[src/rtl/bp_be_br_resolve.sv]
// Branch resolution tracker: holds in-flight fetch entries in order, compares
// each resolution against its prediction, emits a one-cycle redirect on a
// mispredict and buffers metadata of correctly predicted control transfers
// ("attaboys") in a small FIFO for the frontend predictor.
module bp_be_br_resolve #(
    parameter int vaddr_width_p               = 39,
    parameter int branch_metadata_fwd_width_p = 36,
    parameter int track_els_p                 = 4
) (
    input  logic                                   clk_i,
    input  logic                                   reset_i,
    input  logic                                   fetch_v_i,
    output logic                                   fetch_ready_o,
    input  logic [vaddr_width_p-1:0]               fetch_pc_i,
    input  logic [vaddr_width_p-1:0]               fetch_npc_i,
    input  logic                                   fetch_pred_taken_i,
    input  logic                                   fetch_ctl_i,
    input  logic [branch_metadata_fwd_width_p-1:0] fetch_br_metadata_i,
    input  logic                                   resolve_v_i,
    input  logic                                   resolve_taken_i,
    input  logic [vaddr_width_p-1:0]               resolve_npc_i,
    output logic                                   redirect_v_o,
    output logic [vaddr_width_p-1:0]               redirect_pc_o,
    output logic                                   redirect_br_taken_o,
    output logic [branch_metadata_fwd_width_p-1:0] redirect_br_metadata_o,
    output logic                                   attaboy_v_o,
    input  logic                                   attaboy_yumi_i,
    output logic [branch_metadata_fwd_width_p-1:0] attaboy_br_metadata_o,
    output logic [7:0]                             drop_cnt_o,
    output logic                                   error_o
);

    localparam int ptr_w = $clog2(track_els_p);
    localparam logic [ptr_w:0] ptr_one = 1;
    localparam logic [1:0] ab_one = 2'd1;

    // Tracker storage; the extra pointer bit separates full from empty.
    logic [vaddr_width_p-1:0]               pc_mem  [track_els_p];
    logic [vaddr_width_p-1:0]               npc_mem [track_els_p];
    logic                                   pt_mem  [track_els_p];
    logic                                   ctl_mem [track_els_p];
    logic [branch_metadata_fwd_width_p-1:0] md_mem  [track_els_p];
    logic [ptr_w:0] wr_ptr_reg, rd_ptr_reg;

    // Attaboy FIFO: two entries, one index bit plus a wrap bit.
    logic [branch_metadata_fwd_width_p-1:0] ab_mem [2];
    logic [1:0] ab_wr_reg, ab_rd_reg;

    logic                                   redirect_v_reg;
    logic [vaddr_width_p-1:0]               redirect_pc_reg;
    logic                                   redirect_taken_reg;
    logic [branch_metadata_fwd_width_p-1:0] redirect_md_reg;
    logic [7:0]                             drop_cnt_reg;
    logic                                   error_reg;

    logic [ptr_w-1:0] wr_idx, rd_idx;
    logic empty, full, resolve_fire, mispredict, correct, enq;
    logic ab_empty, ab_full, ab_push, ab_pop, ab_accept, ab_drop;

    assign wr_idx = wr_ptr_reg[ptr_w-1:0];
    assign rd_idx = rd_ptr_reg[ptr_w-1:0];
    assign empty  = (wr_ptr_reg == rd_ptr_reg);
    assign full   = (wr_idx == rd_idx) && (wr_ptr_reg[ptr_w] != rd_ptr_reg[ptr_w]);

    // No bypass: readiness depends only on registered state (and reset).
    assign fetch_ready_o = reset_i & ~full & ~redirect_v_reg;

    assign resolve_fire = resolve_v_i & ~empty;
    assign mispredict   = resolve_fire & ((resolve_taken_i != pt_mem[rd_idx])
                                        | (resolve_npc_i != npc_mem[rd_idx]));
    assign correct      = resolve_fire & ~mispredict;
    // A fetch offered alongside a mispredict belongs to the wrong path.
    assign enq          = fetch_v_i & fetch_ready_o & ~mispredict;

    assign ab_empty  = (ab_wr_reg == ab_rd_reg);
    assign ab_full   = (ab_wr_reg[0] == ab_rd_reg[0]) && (ab_wr_reg[1] != ab_rd_reg[1]);
    assign ab_push   = correct & ctl_mem[rd_idx];
    assign ab_pop    = attaboy_yumi_i & ~ab_empty;
    assign ab_accept = ab_push & (~ab_full | ab_pop);
    assign ab_drop   = ab_push & ab_full & ~ab_pop;

    // Per-entry tracker writes; entries are not reset, pointers qualify them.
    generate
        for (genvar gi = 0; gi < track_els_p; gi++) begin : g_track
            always_ff @(posedge clk_i) begin
                if (enq && (wr_idx == ptr_w'(gi))) begin
                    pc_mem[gi]  <= fetch_pc_i;
                    npc_mem[gi] <= fetch_npc_i;
                    pt_mem[gi]  <= fetch_pred_taken_i;
                    ctl_mem[gi] <= fetch_ctl_i;
                    md_mem[gi]  <= fetch_br_metadata_i;
                end
            end
        end
    endgenerate

    // Tracker pointers: a mispredict flushes everything still in flight.
    always_ff @(posedge clk_i) begin
        if (!reset_i) begin
            wr_ptr_reg <= '0;
            rd_ptr_reg <= '0;
        end else if (mispredict) begin
            rd_ptr_reg <= wr_ptr_reg;
        end else begin
            if (enq)          wr_ptr_reg <= wr_ptr_reg + ptr_one;
            if (resolve_fire) rd_ptr_reg <= rd_ptr_reg + ptr_one;
        end
    end

    // Attaboy FIFO data write.
    always_ff @(posedge clk_i) begin
        if (ab_accept) ab_mem[ab_wr_reg[0]] <= md_mem[rd_idx];
    end

    // Attaboy FIFO pointers and saturating drop counter; redirects leave it alone.
    always_ff @(posedge clk_i) begin
        if (!reset_i) begin
            ab_wr_reg    <= '0;
            ab_rd_reg    <= '0;
            drop_cnt_reg <= '0;
        end else begin
            if (ab_accept) ab_wr_reg <= ab_wr_reg + ab_one;
            if (ab_pop)    ab_rd_reg <= ab_rd_reg + ab_one;
            if (ab_drop && (drop_cnt_reg != 8'hFF)) drop_cnt_reg <= drop_cnt_reg + 8'd1;
        end
    end

    // Redirect pulse and held payload, plus the sticky empty-resolve error.
    always_ff @(posedge clk_i) begin
        if (!reset_i) begin
            redirect_v_reg     <= 1'b0;
            redirect_pc_reg    <= '0;
            redirect_taken_reg <= 1'b0;
            redirect_md_reg    <= '0;
            error_reg          <= 1'b0;
        end else begin
            redirect_v_reg <= mispredict;
            if (mispredict) begin
                redirect_pc_reg    <= resolve_npc_i;
                redirect_taken_reg <= resolve_taken_i;
                redirect_md_reg    <= md_mem[rd_idx];
            end
            if (resolve_v_i && empty) error_reg <= 1'b1;
        end
    end

    assign redirect_v_o           = redirect_v_reg;
    assign redirect_pc_o          = redirect_pc_reg;
    assign redirect_br_taken_o    = redirect_taken_reg;
    assign redirect_br_metadata_o = redirect_md_reg;
    assign attaboy_v_o            = ~ab_empty;
    assign attaboy_br_metadata_o  = ab_mem[ab_rd_reg[0]];
    assign drop_cnt_o             = drop_cnt_reg;
    assign error_o                = error_reg;

endmodule

[config.mk]
export PLATFORM = sky130hd
export DESIGN_NAME = bp_be_br_resolve
export DESIGN_NICKNAME = d
export VERILOG_FILES = /design/src/rtl/bp_be_br_resolve.sv
export SDC_FILE = /design/constraint.sdc
export NUM_CORES = 1
export LEC_CHECK = 0
export ABC_AREA = 1
export BUFFER_PORTS_ARGS = -buffer_cell sky130_fd_sc_hd__buf_2
export CORE_MARGIN = 2
export CORE_UTILIZATION = 40
export CTS_CLUSTER_DIAMETER = 150
export CTS_CLUSTER_SIZE = 40
export DETAILED_ROUTE_END_ITERATION = 12
export HOLD_SLACK_MARGIN = 0.1
export PLACE_DENSITY = 0.6
export SLEW_MARGIN = 10
export SYNTH_ARGS = -nofsm -noshare
export SYNTH_HDL_FRONTEND = slang
export SYNTH_SLANG_ARGS = --single-unit
[constraint.sdc]
create_clock -name clk_i -period 7.04 [get_ports clk_i]
set_input_delay 1.408 -clock clk_i [delete_from_list [all_inputs] [get_ports clk_i]]
set_output_delay 1.408 -clock clk_i [all_outputs]
set_load 0.05 [all_outputs]
* Yosys cells after proc, flatten, opt, wreduce, memory -nomap -nowiden *
Memories as Yosys holds them, arrays and structs flattened. A register that Yosys moved wholly into a read port is not among the register bits.
Index checks and enable logic that the tools add are counted.

storage, ports and cells
  register bits = 96
  output and inout bits = 124
  word-level logic and storage cells = 134
  input port bits = 161
  memories = 5
  RAM bits = 380

memory list
  name     depth  bits a word  rd ports  clocked after Yosys merged registers in  write ports  RTL line  text
  npc_mem  4      39           1         1                                        1            39        logic [vaddr_width_p-1:0] npc_mem [track_els_p];
  md_mem   4      36           1         1                                        1            42        logic [branch_metadata_fwd_width_p-1:0] md_mem [track_els_p];
  ab_mem   2      36           1         1                                        1            46        logic [branch_metadata_fwd_width_p-1:0] ab_mem [2];
  ctl_mem  4      1            1         1                                        1            41        logic ctl_mem [track_els_p];
  pt_mem   4      1            1         1                                        1            40        logic pt_mem [track_els_p];

operators by class
  multiplexer cells = 58
  reduce and logical (&&, ||, !) cells = 23
  bitwise operators = 21
  add/subtract/negate cells = 5
  equal/unequal tests = 12

operator list
  operator             number
  $mux 39              3
  $reduce_or 39->1     3
  $mux 36              3
  $reduce_or 36->1     3
  $mux 2               20
  $ne 39x39->1         1
  $mux 1               30
  $and 1x1->1          12
  $add 8x1->8 const B  1
  $logic_and 1x1->1    8
  $ne 8x8->1 const B   1
  $not 1->1            7
  $add 3x1->3 const B  2
  $mux 3               2
  $reduce_or 1->1      6
  $add 2x1->2 const B  2
  $eq 2x2->1           2
  $eq 2x2->1 const B   2
  $eq 3x3->1           1
  $ne 1x1->1           3
  $eq 2x1->1 const B   1
  $logic_not 2->1      1
  $or 1x1->1           2
  $reduce_and 2->1     1
  2 further kinds      2

* Logic depth before layout (Yosys ltp) *
Gate-level depths: netlist (run 1).

  word-level depth = 14
  mapped depth = 19
  mapped depth without buffers = 17

* Worst setup path after synthesis (run 1) *
No wires, ideal clock.

  kind = input to register
  from = input port resolve_npc_i[34]
  to = memory ctl_mem[0] (enable)
  path buffers = 0
  slack = 0.992 ns
  arrival time = 5.535 ns
  stages = 12
  required time = 6.527 ns
  library setup time = 0.513 ns
  path through = inv_1 -> nand3_1 -> nand2_1 -> nor2_1 -> nand2_1 -> inv_1 -> nand2_1 -> nor2_1 -> nand3_1 -> nand2_2 -> nand2_1 -> nor2_1

between the ends
  word-level cells in the longest chain between the ends = 12
  elaborated cells on any way between the ends = 26
  those cells by class = 1 x eq/ne; 14 x mux; 4 x bitwise; 7 x reduce/logical

ends and longest elaborated chain
  element                                                  RTL line  text
  from (decl)                                              21        input logic [vaddr_width_p-1:0] resolve_npc_i,
  $ne 39x39->1 *                                           70        | (resolve_npc_i != npc_mem[rd_idx]));
  $or 1x1->1 *                                             70
  $and 1x1->1 *                                            69        assign mispredict = resolve_fire & ((resolve_taken_i != pt_mem[rd_idx])
  $not 1->1 (no line) *                                    -
  $and 1x1->1 *                                            73        assign enq = fetch_v_i & fetch_ready_o & ~mispredict;
  $logic_and 1x1->1                                        86        if (enq && (wr_idx == ptr_w'(gi))) begin
  $mux 1                                                   -
  $mux 1 (implied by the code)                             90        ctl_mem[gi] <= fetch_ctl_i;
  $reduce_or 1->1 (no line)                                -
  $mux 2 (no line) or $mux 1 (tied branches) (3 in a row)  -
  to (decl)                                                41

Mark *: on every way between the ends. The rest lies on a longest branch, timed or not.

==> flow_metrics.env, run 1 <==
export IMPL_run_status="finished clean"
export IMPL_final_layout_size_suffix_gt1_share_pct=18.3
export IMPL_design_die_area_um2=48500
export IMPL_grt_ovfl_total=0
export IMPL_postRouteAntennaNets=0
export IMPL_maximum_number_of_pins_on_one_net_before_global_route_repair=96
export IMPL_critPathKind="reg2reg"
export IMPL_p_sw_share_pct=30.5
export IMPL_worst_ep_arrival_time_ns=5.39
export IMPL_start_kind="register"
export IMPL_synth_top_cell_area_share_pct=61.0
export IMPL_gp_congestion=0.772
export IMPL_vias_per_cell=5.04
export IMPL_power_share_sequential_pct=58.9
export IMPL_fmaxAchievable_mhz=201
export IMPL_grt_pass1_wl_mm=66.3
export IMPL_vias=12238
export IMPL_initialDrtViolationCount=812
export IMPL_die_height_um=220
export IMPL_final_cell_area_um2=20900
export IMPL_netSwitchingPower_mw=1.73
export IMPL_hold_ws_ns=0.473
export IMPL_synth_nets=1773
export IMPL_top_register="npc_mem"
export IMPL_cts_max_path_buffers=3
export IMPL_numPortBuffers=245
export IMPL_number_of_max_cap_violations=0
export IMPL_antenna_violations_before_repair=8
export IMPL_yosys_area_top_type="sky130_fd_sc_hd__edfxtp_1"
export IMPL_hold_path_startpoint="redirect_br_metadata_o[5]"
export IMPL_synth_area_um2=18700
export IMPL_timing_hold_violations_final=0
export IMPL_drt_pass1_iterations=5
export IMPL_post_route_drc_count=0
export IMPL_post_cts_buffers=0
export IMPL_dpl_instance_area_um2=20500
export IMPL_timing_critical_path_required_ns=7.46
export IMPL_report_final_setup_viol=0
export IMPL_clock_skew_final_ns=0.0178
export IMPL_nFillCells=4221
export IMPL_post_cts_resized_instances=0
export IMPL_yosysUniqueCellTypes=32
export IMPL_io_pin_count=285
export IMPL_cts_htree_levels=1
export IMPL_layout_worst_path_cycle_share_pct=70.5
export IMPL_num_rows=79
export IMPL_totalNegativeSetupSlack_ns=0
export IMPL_postSynthRegisterBits=479
export IMPL_clkSinkCount=479
export IMPL_maxSlewHeadroom_pct=26.0
export IMPL_cts_root_buf="sky130_fd_sc_hd__clkbuf_16"
export IMPL_post_synth_inst_count=1606
export IMPL_track_usage_pct=17.8
export IMPL_core_region_area_um2=46400
export IMPL_tritoncts="yes"
export IMPL_synth_sequential_area_ratio_pct=71.6
export IMPL_power_density_nw_per_um2=272
export IMPL_nNetsFinal=1974
export IMPL_synth_area_per_cell_um2=11.6
export IMPL_critPathMaxFanout=62
export IMPL_routed_wl_mm=44.2
export IMPL_power_leakage_nw=7.94
export IMPL_flow_area_growth_from_synthesis_pct=11.9
export IMPL_vdd_ir_drop_worst_mv=0.197
export IMPL_via_count_of_the_first_global_routing_pass=11606
export IMPL_worst_setup_path_end_kind="register"
export IMPL_dp_hpwl_mm=26.8
export IMPL_post_synth_main_area_contributors="sky130_fd_sc_hd__edfxtp_1 (61%), sky130_fd_sc_hd__dfxtp_1 (11%), sky130_fd_sc_hd__nand2_1 (8.1%)"
export IMPL_pwr_share_clk_pct=21.3
export IMPL_maxSlewViolCount=0
export IMPL_power_internal_mw=3.95
export IMPL_cts_made_buffers=15
export IMPL_largest_reg_flops=156
export IMPL_setup_repair_after_global_routing_missed_its_margin="no"
export IMPL_yosys_warnings=0
export IMPL_cts_hold_buf=0
export IMPL_wirelength_per_cell_um=18.2
export IMPL_power_share_combinational_pct=19.9
export IMPL_timing_worst_slew_pin_value_ns=1.11
export IMPL_floorplan_die_width_um=220
export IMPL_min_period_ns=4.97
export IMPL_min_delay_path_class="reg2reg"
export IMPL_insertion_delay_to_the_later_sink_of_the_worst_skew_pair_ns=0.55
export IMPL_initial_core_util_pct=40.3
export IMPL_clk_transition_reported_paths_ns=0.14
## routing by layer
| layer | GRT usage, % | wire (µm) | vias to the layer above |
|---|---|---|---|
| met5 | 0 | 49 | - |
| met4 | 4.74 | 1050 | 8 |
| met3 | 3.08 | 2390 | 48 |
| met2 | 30.0 | 21000 | 301 |
| met1 | 24.0 | 19700 | 5925 |
| li1 | - | - | 5956 |
## power groups by stage
| stage | Combinational (mW) | Clock (mW) | Sequential [mW] |
|---|---|---|---|
| final | 1.13 | 1.21 | 3.35 |
| after global routing | 1.24 | 1.33 | 3.36 |
| after CTS | 1.15 | 1.25 | 3.35 |
| after detailed placement | 1.14 | 0 | 3.41 |
| after global placement | 1.13 | 0 | 3.40 |
| after floorplan | 0.491 | 0 | 3.73 |
## per-stage QoR
| step | power (mW) | setup slack [ns] | utilization, % | instances |
|---|---|---|---|---|
| detailed placement | 4.55 | 1.93 | 44.2 | 2397 |
| CTS | 5.75 | 1.87 | 45.1 | 2423 |
| floorplan | 4.23 | 0.992 | - | 1606 |
| finish | 5.68 | 2.07 | 45.1 | 2428 |
| global route | 5.93 | 1.54 | 45.1 | 2424 |
| global placement | 4.53 | 1.93 | 44.2 | 2397 |
## area by class of cell
class	count	area (µm²)	share of cell area, %
Sequential cell	479	13400	64.1
Multi-Input combinational cell	981	4680	22.4
Timing Repair Buffer	263	1390	6.63
Tap cell	607	759	3.63
Clock buffer	25	413	1.97
Inverter	67	260	1.24
Antenna cell	5	12.5	0.0598
Clock inverter	1	8.76	0.0419
## logic make-up (layout without fill, tap and decap cells)
logic type / after synthesis / count (layout) / synth area share [%]
AOI/OAI and AO/OA: 229 / 229 / 6.44
xor gates and xnor gates: 11 / 11 / 0.515
adders and majority gates: 6 / 6 / 0.402
buffers and inverters: 146 / 356 / 3.57
DFF: 479 / 479 / 71.6
muxes: 36 / 36 / 2.17
other: 0 / 5 / 0
and+or+nand+nor: 699 / 699 / 15.3
## cells in the mapped netlist (all sizes together)
cell / count
ha: 6
nand4: 8
o21ai: 116
mux2: 36
edfxtp: 380
clkbuf: 40
a32oi: 1
xnor2: 6
nand2: 403
a21oi: 72
buf: 39
nand3: 119
a211oi: 1
a31oi: 1
xor2: 5
nor3: 1
clkinv: 1
nand3b: 11
inv: 66
o211ai: 2
dfxtp: 99
o22ai: 36
nor2: 157
## cell usage in the layout, fill, tap and decap left out, types with 16 or more instances in the layout
cell type,n
sky130_fd_sc_hd__nand2_1,402
sky130_fd_sc_hd__edfxtp_1,380
sky130_fd_sc_hd__buf_2,245
sky130_fd_sc_hd__nor2_1,149
sky130_fd_sc_hd__nand3_1,119
sky130_fd_sc_hd__o21ai_0,116
sky130_fd_sc_hd__dfxtp_1,96
sky130_fd_sc_hd__a21oi_1,72
sky130_fd_sc_hd__inv_1,63
sky130_fd_sc_hd__o22ai_1,36
sky130_fd_sc_hd__mux2_2,36
sky130_fd_sc_hd__buf_4,16
## worst max-delay path, cell delays in order (launching register included)
cell and delay (ns):
sky130_fd_sc_hd__dfxtp_4 0.74, sky130_fd_sc_hd__clkinv_2 0.84, sky130_fd_sc_hd__nand3_1 0.36, sky130_fd_sc_hd__nand2_1 0.08
sky130_fd_sc_hd__nand2_1 0.06, sky130_fd_sc_hd__nand2_1 0.04, sky130_fd_sc_hd__nor2_1 0.22, sky130_fd_sc_hd__nand2_1 0.11
sky130_fd_sc_hd__inv_1 0.06, sky130_fd_sc_hd__nand2_1 0.05, sky130_fd_sc_hd__nor2_1 0.17, sky130_fd_sc_hd__nand3_1 0.12
sky130_fd_sc_hd__nand2_2 0.08, sky130_fd_sc_hd__buf_4 0.63, sky130_fd_sc_hd__inv_4 0.35, sky130_fd_sc_hd__buf_4 0.49
sky130_fd_sc_hd__o21ai_0 0.28, sky130_fd_sc_hd__a21oi_1 0.06
## worst paths after layout
kind / to / slack (ns) / depth (start not counted)
hold / removal: redirect_br_metadata_o[5] / 0.47 / 2
hold reg to reg: redirect_br_metadata_o[5] / 0.47 / 2
setup / recovery: redirect_pc_o[32] / 2.07 / 17
setup reg to reg: redirect_pc_o[32] / 2.07 / 17
No activity file was read; power rests on OpenSTA's default activity.
==> run 2, diff against run 1 <==
--- a/config.mk
+++ b/config.mk
@@ -5,7 +5,7 @@
 export SDC_FILE = /design/constraint.sdc
 export NUM_CORES = 1
 export LEC_CHECK = 0
-export ABC_AREA = 1
+export ABC_AREA = 0
 export BUFFER_PORTS_ARGS = -buffer_cell sky130_fd_sc_hd__buf_2
 export CORE_MARGIN = 2
 export CORE_UTILIZATION = 40
==> constraint.sdc (replaced) <==
create_clock -name clk_i -period 4.71 [get_ports clk_i]
set_input_delay 0.942 -clock clk_i [delete_from_list [all_inputs] [get_ports clk_i]]
set_output_delay 0.942 -clock clk_i [all_outputs]
set_load 0.05 [all_outputs]
==> flow_metrics.env, run 2 <==
export IMPL_num_rows=77
export IMPL_critical_path_top_delay_family="simple AND/OR/NAND/NOR gates"
export IMPL_synth_nets=1200
export IMPL_dp_hpwl_mm=25.9
export IMPL_vias=9559
export IMPL_worst_path_max_delay_cell="sky130_fd_sc_hd__dfxtp_4"
export IMPL_layout_worst_path_cycle_share_pct=83.9
export IMPL_synth_area_per_cell_um2=17.3
export IMPL_worst_path_most_repeated_cell="sky130_fd_sc_hd__buf_4"
export IMPL_number_of_max_cap_violations=0
export IMPL_timing_critical_path_required_ns=4.96
export IMPL_routed_wl_mm=39.1
export IMPL_post_cts_buffers=0
export IMPL_use_met3_pct=3.35
export IMPL_totalNegativeSetupSlack_ns=0
export IMPL_timing_hold_violations_final=0
export IMPL_flow_area_growth_from_synthesis_pct=14.7
export IMPL_cts_made_buffers=15
export IMPL_synth_sequential_area_ratio_pct=75.2
export IMPL_gp_congestion=0.757
export IMPL_fmaxAchievable_mhz=253
export IMPL_clock_skew_final_ns=0.0228
export IMPL_reg2regPathDepth=8
export IMPL_numPortBuffers=245
export IMPL_track_usage_pct=16.8
export IMPL_cts_max_path_buffers=3
export IMPL_final_layout_size_suffix_gt1_share_pct=32.6
export IMPL_netlist_top_cells_count="sky130_fd_sc_hd__edfxtp_1 (380), sky130_fd_sc_hd__nand2_1 (160), sky130_fd_sc_hd__dfxtp_1 (99)"
export IMPL_maxSlewViolCount=0
export IMPL_hold_end="redirect_pc_o[2]"
export IMPL_number_of_flops_mapped_to_enable_cells_by_yosys=380
export IMPL_layout_commonest_cell="sky130_fd_sc_hd__edfxtp_1"
export IMPL_core_region_area_um2=44100
export IMPL_post_route_drc_count=0
export IMPL_synth_area_um2=17800
export IMPL_setup_repair_after_global_routing_missed_its_margin="no"
export IMPL_floorplan_die_width_um=215
export IMPL_postRouteAntennaNets=0
export IMPL_io_pin_count=285
export IMPL_grt_busiest_layer="met2"
export IMPL_postSynth_asyncResetShare_pct=0
export IMPL_min_period_ns=3.95
export IMPL_nFillCells=3916
export IMPL_cts_root_buf="sky130_fd_sc_hd__clkbuf_16"
export IMPL_wirelength_per_cell_um=20.8
export IMPL_holdPathStages=2
export IMPL_post_cts_resized_instances=0
export IMPL_clkSinkCount=479
export IMPL_yosysUniqueCellTypes=38
export IMPL_timing_worst_slew_pin_value_ns=1.04
export IMPL_nNetsFinal=1446
export IMPL_hold_ws_ns=0.461
export IMPL_die_height_um=215
export IMPL_multi_input_combinational_cell_area_um2=4260
export IMPL_cts_htree_levels=1
export IMPL_vias_per_cell=5.08
export IMPL_hold_path_startpoint="redirect_pc_o[2]"
export IMPL_seqCellArea_um2=13400
export IMPL_synth_flop_cell="sky130_fd_sc_hd__edfxtp_1"
export IMPL_post_synth_main_area_contributors="sky130_fd_sc_hd__edfxtp_1 (64%), sky130_fd_sc_hd__dfxtp_1 (11%), sky130_fd_sc_hd__mux4_2 (9.7%)"
export IMPL_largest_reg_flops=156
export IMPL_via_count_of_the_first_global_routing_pass=9674
export IMPL_insertion_delay_to_the_later_sink_of_the_worst_skew_pair_ns=0.55
export IMPL_crit_path_depth=8
export IMPL_grt_use_met2_pct=27.7
export IMPL_start_kind="register"
export IMPL_cp_slowest_stage_delay_ns=0.62
export IMPL_postSynthRegisterBits=479
export IMPL_tritoncts="yes"
export IMPL_grt_pass1_wl_mm=59.4
export IMPL_grt_ovfl_total=0
export IMPL_synth_top_cell_area_share_pct=64.0
export IMPL_maximum_number_of_pins_on_one_net_before_global_route_repair=55
export IMPL_top_library_cells_by_usage_in_the_layout_fill_and_taps_aside="sky130_fd_sc_hd__edfxtp_1 (380), sky130_fd_sc_hd__buf_2 (245), sky130_fd_sc_hd__nand2_1 (160)"
export IMPL_clk_transition_reported_paths_ns=0.14
export IMPL_power_density_nw_per_um2=464
export IMPL_vdd_ir_drop_worst_mv=0.432
export IMPL_yosys_area_top_type="sky130_fd_sc_hd__edfxtp_1"
export IMPL_synth_most_common_cell="sky130_fd_sc_hd__edfxtp_1"
export IMPL_cts_hold_buf=0
export IMPL_design_die_area_um2=46300
export IMPL_antenna_violations_before_repair=7
export IMPL_critPathKind="reg2reg"
export IMPL_maxSlewHeadroom_pct=30.7
export IMPL_initial_core_util_pct=40.4
export IMPL_r2r_slack_ns=0.76
export IMPL_report_final_setup_viol=0
export IMPL_post_synth_inst_count=1033
export IMPL_yosys_warnings=0
export IMPL_reg2reg_to="npc_mem[0][24]"
export IMPL_min_delay_path_class="reg2reg"
export IMPL_worst_ep_arrival_time_ns=4.20
export IMPL_worst_setup_path_end_kind="register"
export IMPL_grt_use_met1_pct=23.4
export IMPL_drt_pass1_iterations=5
export IMPL_run_status="finished clean"
export IMPL_critPathMaxFanout=18
export IMPL_top_register="npc_mem"
export IMPL_power_leakage_nw=6.83
export IMPL_initialDrtViolationCount=714
export IMPL_cp_buffers_inverters=2
export IMPL_worstPathCellList="buf_4, mux4_2, xnor2_1, nand4_1, or4_1, o31ai_4, and3_4, buf_4"
==> run 2: how the worst max path moves through the flow <==
stage	startpoint	endpoint
finish	register	npc_mem[0][24]
global route	register	npc_mem[0][24]
CTS	register	drop_cnt_o[4]
detailed placement	register	npc_mem[0][25]
global placement	register	drop_cnt_o[4]
floorplan	register	ctl_mem[3]
==> run 2: through the flow <==
step,power [mW],setup WS (ns),cell area (µm²),utilization (%),std cells
after CTS,9.60,0.620,20400,46.3,1879
after detailed placement,7.83,0.652,20000,45.4,1854
after floorplan,7.05,0.0944,17800,-,1033
after global routing,9.93,0.471,20400,46.3,1880
after global placement,7.78,0.682,20000,45.4,1854
final,9.48,0.758,20400,46.3,1882
==> run 2: layout make-up <==
type / instances / share of cell area [%]
multi-input combinational: 498 / 20.8
antenna: 3 / 0.0367
clock buffer: 25 / 2.02
sequential: 479 / 65.6
inverter: 7 / 0.141
tap: 592 / 3.62
timing repair buffer: 278 / 7.76
==> run 2: report_power, final <==
group	switching (mW)	internal [mW]
clock network	1.18	0.617
logic	1.65	0.818
registers	0.197	5.02
==> run 2: cells by family after synthesis <==
| group | share of synthesized area (%) |
|---|---|
| buffers and inverters | 1.33 |
| AND/OR/NAND/NOR | 5.42 |
| adder cells (fa/ha/maj) | 0.421 |
| multiplexers | 12.2 |
| XOR/XNOR | 2.41 |
| flip-flops | 75.2 |
| AO/OA/AOI/OAI | 3.09 |
==> run 2: per-layer routing <==
| layer | part of all wire, % | up-vias | wire [µm] |
|---|---|---|---|
| met4 | 1.6 | 10 | 620 |
| met3 | 6.3 | 38 | 2450 |
| met2 | 48 | 235 | 18800 |
| li1 | - | 4418 | - |
| met5 | 0.15 | - | 57 |
| met1 | 44 | 4858 | 17300 |
==> run 2: worst reg2reg max path: stages (launching register included) <==
cell and delay, ns:
sky130_fd_sc_hd__dfxtp_4 0.62, sky130_fd_sc_hd__buf_4 0.43, sky130_fd_sc_hd__mux4_2 0.58, sky130_fd_sc_hd__xnor2_1 0.20
sky130_fd_sc_hd__nand4_1 0.17, sky130_fd_sc_hd__or4_1 0.55, sky130_fd_sc_hd__o31ai_4 0.38, sky130_fd_sc_hd__and3_4 0.42
sky130_fd_sc_hd__buf_4 0.30
